[config.mk]
export PLATFORM = sky130hd
export DESIGN_NAME = uart_tx
export DESIGN_NICKNAME = d
export VERILOG_FILES = /design/src/rtl/uart_pkg.sv /design/src/rtl/uart_baud_tick.sv /design/src/rtl/uart_tx.sv
export SDC_FILE = /design/constraint.sdc
export NUM_CORES = 1
export LEC_CHECK = 0
export CAP_MARGIN = 20
export CELL_PAD_IN_SITES_DETAIL_PLACEMENT = 1
export CELL_PAD_IN_SITES_GLOBAL_PLACEMENT = 1
export CORE_ASPECT_RATIO = 0.6
export CORE_UTILIZATION = 35
export DETAILED_ROUTE_END_ITERATION = 10
export PLACE_DENSITY = 0.73
export SYNTH_ARGS = -nofsm -noshare
export SYNTH_HDL_FRONTEND = slang
export SYNTH_HIERARCHICAL = 1
export SYNTH_SLANG_ARGS = --single-unit
[constraint.sdc]
create_clock -name clk -period 2 [get_ports clk]
set_clock_uncertainty 0.1 [all_clocks]
set_input_delay 0.4 -clock clk [delete_from_list [all_inputs] [get_ports clk]]
set_output_delay 0.4 -clock clk [all_outputs]
set_load 0.05 [all_outputs]
[src/rtl/uart_pkg.sv]
// Shared UART definitions for the transmitter and the existing receiver.
// PARITY exists in the state enum only when UART_TX_PARITY_EN is defined.
package uart_pkg;

  localparam int unsigned DATA_BITS   = 8;
  localparam int unsigned BIT_IDX_W   = $clog2(DATA_BITS);
  localparam logic        START_LEVEL = 1'b0;
  localparam logic        STOP_LEVEL  = 1'b1;
  localparam logic        IDLE_LEVEL  = 1'b1;

  typedef enum logic [2:0] {
    IDLE,
    START,
    DATA,
`ifdef UART_TX_PARITY_EN
    PARITY,
`endif
    STOP
  } uart_state_e;

  // Even parity: the XOR of all data bits.
  function automatic logic even_parity(input logic [DATA_BITS-1:0] d);
    return ^d;
  endfunction

endpackage

[src/rtl/uart_baud_tick.sv]
// Bit-period timer: a one-cycle tick every CLKS_PER_BIT clocks.
// restart realigns the period so the first tick closes a full bit.
module uart_baud_tick #(
  parameter int unsigned CLKS_PER_BIT = 1
) (
  input  logic clk,
  input  logic rst,
  input  logic restart,
  output logic tick
);

  localparam int unsigned      CNT_W = $clog2(CLKS_PER_BIT + 1);
  localparam logic [CNT_W-1:0] LAST  = CNT_W'(CLKS_PER_BIT - 1);

  logic [CNT_W-1:0] cnt_q;
  logic [CNT_W-1:0] cnt_d;
  logic             tick_q;

  always_comb begin
    cnt_d = cnt_q + CNT_W'(1);
    if (restart || (cnt_q == LAST)) begin
      cnt_d = '0;
    end
  end

  // tick is computed from the next count so it is high exactly while cnt_q == LAST
  always_ff @(posedge clk) begin
    if (rst) begin
      cnt_q  <= '0;
      tick_q <= (LAST == '0);
    end else begin
      cnt_q  <= cnt_d;
      tick_q <= (cnt_d == LAST);
    end
  end

  assign tick = tick_q;

endmodule

[src/rtl/uart_tx.sv]
// Byte-wide UART transmitter: start, D7..D0 MSB first, stop; valid/ready intake.
// Define UART_TX_PARITY_EN to insert an even-parity bit before stop (11-bit frame).
module uart_tx
  import uart_pkg::*;
#(
  parameter int unsigned CLKS_PER_BIT = 1
) (
  input  logic                 clk,
  input  logic                 rst,
  input  logic [DATA_BITS-1:0] data,
  input  logic                 valid,
  output logic                 ready,
  output logic                 tx,
  output logic                 busy
);

  uart_state_e          state_q;
  logic [DATA_BITS-1:0] shift_q;
  logic [BIT_IDX_W-1:0] bit_idx_q;
  logic                 tx_q;
  logic                 ready_q;
  logic                 busy_q;
`ifdef UART_TX_PARITY_EN
  logic                 parity_q;
`endif

  logic accept;
  logic tick;

  assign accept = valid && ready_q;

  uart_baud_tick #(
    .CLKS_PER_BIT(CLKS_PER_BIT)
  ) u_baud (
    .clk    (clk),
    .rst    (rst),
    .restart(accept),
    .tick   (tick)
  );

  always_ff @(posedge clk) begin
    if (rst) begin
      state_q   <= IDLE;
      shift_q   <= '0;
      bit_idx_q <= '0;
      tx_q      <= IDLE_LEVEL;
      ready_q   <= 1'b0;
      busy_q    <= 1'b0;
`ifdef UART_TX_PARITY_EN
      parity_q  <= 1'b0;
`endif
    end else begin
      case (state_q)
        IDLE: begin
          tx_q    <= IDLE_LEVEL;
          ready_q <= 1'b1;
          busy_q  <= 1'b0;
          if (accept) begin
            state_q   <= START;
            shift_q   <= data;
            bit_idx_q <= '0;
            tx_q      <= START_LEVEL;
            ready_q   <= 1'b0;
            busy_q    <= 1'b1;
`ifdef UART_TX_PARITY_EN
            parity_q  <= even_parity(data);
`endif
          end
        end
        START: begin
          if (tick) begin
            state_q <= DATA;
            tx_q    <= shift_q[DATA_BITS-1];
            shift_q <= {shift_q[DATA_BITS-2:0], 1'b0};
          end
        end
        // bit_idx_q counts data bits already on the line; index 7 is D0
        DATA: begin
          if (tick) begin
            if (bit_idx_q == BIT_IDX_W'(DATA_BITS - 1)) begin
`ifdef UART_TX_PARITY_EN
              state_q <= PARITY;
              tx_q    <= parity_q;
`else
              state_q <= STOP;
              tx_q    <= STOP_LEVEL;
`endif
            end else begin
              tx_q      <= shift_q[DATA_BITS-1];
              shift_q   <= {shift_q[DATA_BITS-2:0], 1'b0};
              bit_idx_q <= bit_idx_q + BIT_IDX_W'(1);
            end
          end
        end
`ifdef UART_TX_PARITY_EN
        PARITY: begin
          if (tick) begin
            state_q <= STOP;
            tx_q    <= STOP_LEVEL;
          end
        end
`endif
        STOP: begin
          if (tick) begin
            state_q <= IDLE;
            tx_q    <= IDLE_LEVEL;
            ready_q <= 1'b1;
            busy_q  <= 1'b0;
          end
        end
        default: begin
          state_q <= IDLE;
          tx_q    <= IDLE_LEVEL;
          ready_q <= 1'b0;
          busy_q  <= 1'b0;
        end
      endcase
    end
  end

  assign ready = ready_q;
  assign tx    = tx_q;
  assign busy  = busy_q;

endmodule

# After elaboration in Yosys (flattened, before gate mapping)
# Cells that the tools add are included.
# totals
register_bits,19
latch_bits,0
ramBits,0
romBits,0
in_bits,11
elab_cells,60
memories,0
# classes
addsub,2
mul,0
div_mod_pow,0
order_cmp,0
n_eq_ne,10
shifts,0
mux,26
n_bitwise,3
reduce_logical,11
# ops
op,n
$mux W8,4
$mux W3,8
$pmux W8 S3,1
$pmux W3 S4,1
$reduce_and A5 Y1,2
$mux W1,8
$ne A2 B1 Y1 const B,4
$eq A3 B2 Y1 const B,2
$pmux W1 S3,2
$pmux W3 S2,1
$ne A2 B2 Y1 const B,2
$pmux W1 S4,1
$reduce_and A4 Y1,1
$add A3 B1 Y3 const B,1
$eq A3 B1 Y1 const B,1
$eq A3 B3 Y1 const B,1
$logic_not A3 Y1,1
$not A1 Y1,3
$reduce_and A3 Y1,1
$reduce_bool A3 Y1,1
$reduce_and A2 Y1,1
$reduce_bool A2 Y1,1
$reduce_or A2 Y1,1
$add A1 B1 Y1 const B,1
other kinds (2),2

# Longest topological paths before layout
# Gate-level depths: netlist (run 1).
# depth
depth_word,4
ltp_mapped,7

# Modules after synthesis
# The synthesis (run 1) kept the hierarchy.
# by_module_without_submodules
module,n_inst,cells_per_inst,area_per_inst_um2,seq_area_each_um2
uart_tx,1,103,937.1,320.3
uart_baud_tick,1,2,23.8,20.0

# Worst setup path before layout (run 1)
# Ideal clock, no wire load.
# synth_path
path_type,reg-to-reg
startpoint,register state_q[0]
endpoint,register state_q[0]
setup_time_ns,0.072
t_arrival_ns,1.573
required_ns,1.828
setup_slack_ns,0.256
stages_incl_launch_ff,6
n_path_buf,0
synth_period_minus_slack_ns,1.744
cell_sequence,dfxtp_1 inv_1 ha_1 or3_4 a211oi_2 mux2i_1
# synth_via
elab_chain_len,3
elab_cells_between_ends,11
# synth_lines
item,line_no,source
"start, declared",uart_tx.sv:17,uart_state_e state_q;
"start signal, assigned",uart_tx.sv:43,state_q <= IDLE;
"start signal, assigned",uart_tx.sv:59,state_q <= START;
"start signal, assigned",uart_tx.sv:72,state_q <= DATA;
"$eq A3 B1 Y1, or another cell as far along",uart_tx.sv:53,case (state_q)
$ne A2 B1 Y1 (no line) or $ne A2 B2 Y1 (tied branches),--,
$reduce_and A5 Y1 (no line),--,
# Several ways; a longest one is shown, not always the timed one.
# A chain may end at the register's enable or synchronous reset.

# Worst setup path after layout (run 1)
# layout_path
startpoint,register busy_q (netlist: busy)
endpoint,output port busy
# layout_lines
item,line_no,source
"start, declared",uart_tx.sv:22,logic busy_q;
"start signal, assigned",uart_tx.sv:48,busy_q <= 1'b0;
"start signal, assigned",uart_tx.sv:57,busy_q <= 1'b0;
"start signal, assigned",uart_tx.sv:64,busy_q <= 1'b1;
"end, declared",uart_tx.sv:14,output logic busy
# No word-level cell between the ends.

==> results of run 1 <==
[through the flow]
stage / util, % / std cells / hold WS [ps] / area [um2]
6_report: 46.3 / 154 / 375 / 1180
5_1_grt: 46.3 / 154 / 409 / 1180
4_1_cts: 46.3 / 154 / 381 / 1180
3_5_place_dp: 44.6 / 150 / 362 / 1140
3_3_place_gp: 44.6 / 150 / 358 / 1140
2_1_floorplan: - / 105 / 338 / 961
[power by group]
part	switching (mW)	internal [mW]
Combinational	0.489	0.392
Sequential	0.0774	0.458
Clock	0.122	0.141
Total	0.688	0.992
[layer usage]
metal  routed length, um  share of wire [%]  vias to the layer above  track usage (%)
met5                   0                  0                        -                0
met4                   0                  0                        0             2.40
met3                 108                4.9                        0             6.25
met2                 896                 41                       16             24.3
met1                1190                 54                      413             22.9
li1                    -                  -                      424                -
[sequential cells by signal, indices dropped and copies added (netlist names)]
name and flops:
bit_idx_q 3, busy 1, ready 1, shift_q 8, state_q 2, tx 1, u_baud/tick 1
[worst paths after layout]
path              startpoint            to  slack [ps]  cells after the start
setup / recovery        busy          busy         120                      1
hold / removal    shift_q[0]    shift_q[0]         370                      2
setup reg to reg  state_q[0]  bit_idx_q[0]         150                      6
hold reg to reg   shift_q[0]    shift_q[0]         370                      2
[cell usage after synthesis, types with 3 or more instances]
| library cell | number |
|---|---|
| a21oi_1 | 3 |
| nand4_1 | 8 |
| a31oi_1 | 8 |
| ha_1 | 7 |
| nor3b_1 | 7 |
| inv_1 | 7 |
| mux2i_1 | 10 |
| buf_2 | 4 |
| nand3_1 | 3 |
| nand2_1 | 6 |
| dfxtp_1 | 17 |
[worst register-to-register path: stages, from the launching register on]
cell	delay [ps]
dfxtp_1	420
inv_1	90
ha_1	270
a21boi_0	150
buf_4	160
a211oi_1	380
a211oi_1	150
[final cells by class]
cell class,count,area [um2],area share [%]
clock buffers,4,45.0,3.80
inverters,7,26.3,2.22
multi-input cells,75,563,47.5
flip-flops and latches,17,340,28.7
well taps,32,40.0,3.38
repair buffers,19,170,14.4
[kinds of logic after synthesis]
group           Yosys count  share of synthesized area (%)
simple gates             33                           20.7
compound gates           24                           18.0
flops                    17                           35.4
buf+inv                  13                           5.99
mux                      10                           10.4
fa+ha+maj                 7                           9.11
other cells               1                          0.390
==> summary.md, run 1 <==
| Metric | Value |
|---|---|
| Arr. time, crit path | 1380 ps |
| Final antenna-violating net count | 0 |
| DIE WIDTH | 69.6 um |
| Max-Cap Viols | 0 |
| Ports | 14 |
| Vias in the first global route | 818 |
| Full die area | 0.00297 mm2 |
| NumNets Final | 141 |
| Area delta synth->final | 23.3% |
| Worst-path clk slew | 70 ps |
| DR pass1 iterations | 4 |
| Diode count | 0 |
| FMAX | 533 MHz |
| Worst-path cell chain | clkdlybuf4s50_1 |
| DRC viols | 0 |
| Layout fillers | 295 |
| Final Worst Setup Slack | 124 ps |
| RSZ-0062 raised after global routing | no |
| Clock Tree Root | clkbuf_8 |
| Rows | 14 |
| Final Hold Vio Count | 0 |
| Setup violations, final | 0 |
| Crit. End Element | output port |
| Sequential-to-total area share from yosys stat | 35.4% |
| Post-CTS Setup Inserts | 0 |
| Number of synthesized flops with an enable pin | 0 |
| Largest net degree at the start of global routing | 19 |
| Pwr Density | 1420 mW/mm2 |
| Commonest non-fill, non-tap cell in the layout | dfxtp_1 |
| Max incr delay on CP | 800 ps |
| Avg Synthesized Cell Area | 9.15 um2 |
| Initial core utilization | 37.6% |
| Iteration-0 DRC Markers | 17 |
| Min Tclk post-route | 1880 ps |
| Netlist cell types | 30 |
| Startpoint types | flip-flop |
| Rel. slew slack | 66.8% |
| CP bufs+invs | 1 |
| Initial antenna violation count | 0 |
| GPL Wtd Cong | 0.787 |
| Yosys top cell area share | 35.4% |
| WL final | 2190 um |
| Run status | completed |
| Worst path slowest cell | clkdlybuf4s50_1 |
| CTS sink cnt | 17 |
| WP data required | 1500 ps |
| Post-synth net total | 123 |
| Mapped Area | 961 um2 |
| Layout cells sized above 1 | 13.1% |
| Total power | 1.68 mW |
| Dpl ws | 65.1 ps |
| H-tree Lvls | 1 |
| Worst Tran Pin Value | 496 ps |
| Clock insertion delay at the later pin of the skew report | 250 ps |
| Setup CP Type | reg2out |
| Synth Register Bits | 17 |
| Final Cycle Share | 93.8% |
| First-pass GRT wire length | 3770 um |
| Via count | 853 |
| IO buf count | 13 |
| CP Max Fanout | 2 |
| Synthesis Warnings | 6 |
| Gate Count Post-Synth | 105 |
| Via density | 5.54 |
| Synth area leader | dfxtp_1 |
| Post-DP HPWL | 1650 um |
| HP Class | reg2reg |
| Leak Pwr | 0.458 nW |
| Final TNS setup | 0 ps |
| Peak supply drop | 0.000848 V |
| GR Util All Layers | 16.4% |
| Post-synth top flop | dfxtp_1 |
| Share of synthesized registers carrying an async set or reset | 0% |
| Die H | 42.6 um |
| Delay-heaviest family, CP | buffers and inverters |
| CTS buffer count | 3 |
| Hold_buf cts | 0 |
| Core footprint | 0.00256 mm2 |
| Leading post-synthesis cells by cell area | dfxtp_1, mux2i_1, ha_1, nor3b_1, a31oi_1 |
| Post_cts resized | 0 |
| Commonest non-fill, non-tap cells in the layout | dfxtp_1, clkdlybuf4s50_1, mux2i_1 |
| GR Overflow Total | 0 |
| CTS max path bufs | 2 |
| Fin. max-slew vios | 0 |
| Wire length per cell | 14.2 um |
| CTS tree | done |
No activity file was read; power rests on OpenSTA's default activity.
==> inputs of run 2 (changes only) <==
- PLACE_DENSITY: 0.73 -> 0.76
- clock period: 2 -> 1.69 ns (I/O delays scaled with it)
==> run 2 against run 1 <==
Effect of this change:
- the run now ends with setup timing left
- total power grew 40%
- clock-buffer cell count did not move
- register-to-register slack worse by 190 ps
- critical endpoint is now state_q[0]
- core utilization increased by 6.9 points
- combinational power rose by 56%
==> summary.md, run 2 (synthesis results as in run 1) <==
| Metric | Value |
|---|---|
| Die H | 42.6 um (unchanged) |
| Initial core utilization | 37.6% (unchanged) |
| Iteration-0 DRC Markers | 34 (+17) |
| Final core occ | 53.2% (+6.9 points) |
| HP Class | reg2reg |
| Area delta synth->final | 41.7% |
| Leak Pwr | 0.518 nW (+13%) |
| NumNets Final | 148 (+5.0%) |
| Biggest regs | shift_q x8, bit_idx_q x3, state_q x2 |
| Hold_buf cts | 0 (unchanged) |
| GR Util All Layers | 20.3% (+3.9 points) |
| Pwr Density | 1730 mW/mm2 (+22%) |
| Final Cycle Share | 102% |
| DIE WIDTH | 69.6 um (unchanged) |
| DR pass1 iterations | 5 (+1) |
| CTS buffer count | 3 (unchanged) |
| Hold path start | shift_q[0] |
| Layout cells sized above 1 | 27.1% (+14 points) |
| Final Worst Setup Slack | -35.9 ps (-160 ps) |
| Full die area | 0.00297 mm2 (unchanged) |
| Arr. time, crit path | 1800 ps (+420 ps) |
| DRC viols | 0 (unchanged) |
| R2r startpoint | state_q[0] |
| Crit path from | state_q[0] |
| CTS max path bufs | 2 (unchanged) |
| GPL Wtd Cong | 0.808 (+2.7%) |
| Vias in the first global route | 928 (+13%) |
| CP Max Fanout | 5 (+3) |
| Post-DP HPWL | 1960 um (+19%) |
| Clock Tree Root | clkbuf_8 |
| WL final | 2940 um (+34%) |
| Peak supply drop | 0.000740 V (-13%) |
| RSZ-0062 raised after global routing | yes |
| Ports | 14 (unchanged) |
| Wire length per cell | 18.3 um (+28%) |
| Diode count | 0 (unchanged) |
| Setup CP Type | reg2reg |
| Rows | 14 (unchanged) |
| Dpl ws | -94.5 ps (-160 ps) |
| Most flops, register | shift_q |
| Total power | 2.36 mW (+40%) |
| Core footprint | 0.00256 mm2 (unchanged) |
| Run status | finished with violations |
| IO buf count | 13 (unchanged) |
| First-pass GRT wire length | 4550 um (+21%) |
| Largest register FFs | 8 (unchanged) |
| Failing checks | setup timing |
| Min Tclk post-route | 1730 ps |
| FMAX | 579 MHz |
| Initial antenna violation count | 0 (unchanged) |
| Setup violations, final | 1 (+1) |
| Worst-path clk slew | 70 ps (about the same) |
| GR Overflow Total | 0 (unchanged) |
| Largest net degree at the start of global routing | 19 (unchanged) |
| Fin. max-slew vios | 0 (unchanged) |
| Max-Cap Viols | 0 (unchanged) |
| Commonest non-fill, non-tap cells in the layout | dfxtp_1, mux2i_1, clkdlybuf4s50_1, buf_4 |
| Via count | 918 (+7.6%) |
| Final antenna-violating net count | 0 (unchanged) |
| Startpoint types | flip-flop |
| CTS sink cnt | 17 (unchanged) |
| Worst hold margin | 369 ps (-6.34 ps) |
| Commonest non-fill, non-tap cell in the layout | dfxtp_1 |
| Final TNS setup | -35.9 ps (-35.9 ps) |
| WP data required | 1760 ps (+260 ps) |
| CTS tree | done |
| Clock insertion delay at the later pin of the skew report | 260 ps (about the same) |
| Final Hold Vio Count | 0 (unchanged) |
| H-tree Lvls | 1 (unchanged) |
| Via density | 5.70 (+2.9%) |
| Crit. End Element | flip-flop |
==> run 2: changes by cell type in the layout (fill, tap and decap cells not counted), moves of 2 or more <==
cell	previous run	this run
buf_12	0	4
dfxtp_1	17	15
ha_1	7	4
dfxtp_4	0	2
ha_4	0	2
inv_1	7	5
buf_4	8	10
==> run 2: what timing repair did <==
action                                  in CTS  in global routing
endpoints found under the hold margin        0                  0
pin swaps                                    1                  4
gates resized for setup                      7                 13
buffers inserted                             0                  0
cloned                                       0                  1
endpoints found under the setup margin      13                 13
==> run 2: final cells by class <==
cell class	instances	area, um2
sequential	17	348
timing repair buffer	26	274
clock buffer	4	45.0
tap	32	40.0
multi-input combinational	75	626
inverter	7	28.8
fill	291	1200
==> run 2: through the flow <==
step	instances	area [um2]
final	161	1360
after global routing	161	1360
after CTS	160	1300
after detailed placement	156	1240
after global placement	156	1240
after floorplan	105	971
==> run 2: where the power goes <==
part | total, mW | switching, mW | internal (mW) | leakage [nW]
registers | 0.675 | 0.124 | 0.551 | 0.141
logic | 1.37 | 0.697 | 0.675 | 0.354
clock network | 0.311 | 0.143 | 0.168 | 0.0228
==> run 2: path summary, 6_finish.rpt <==
| path | endpoint | slack [ps] | cells after the start |
|---|---|---|---|
| max | state_q[0] | -40 | 5 |
| min | shift_q[0] | 370 | 2 |
| max reg2reg | state_q[0] | -40 | 5 |
| min reg2reg | shift_q[0] | 370 | 2 |
==> run 2: layer usage <==
metal | wire (um) | part of all wire (%) | track usage [%]
met5 | 0 | 0 | 0
met4 | 61 | 2.1 | 6.00
met3 | 183 | 6.2 | 4.57
met2 | 1350 | 46 | 33.6
met1 | 1340 | 46 | 26.7
==> run 2: worst max-delay path, cell delays in order, from the launching register on <==
cell and delay [ps]:
dfxtp_4 390, inv_4 50, ha_4 150, or3_4 410
a211oi_4 300, mux2i_1 240
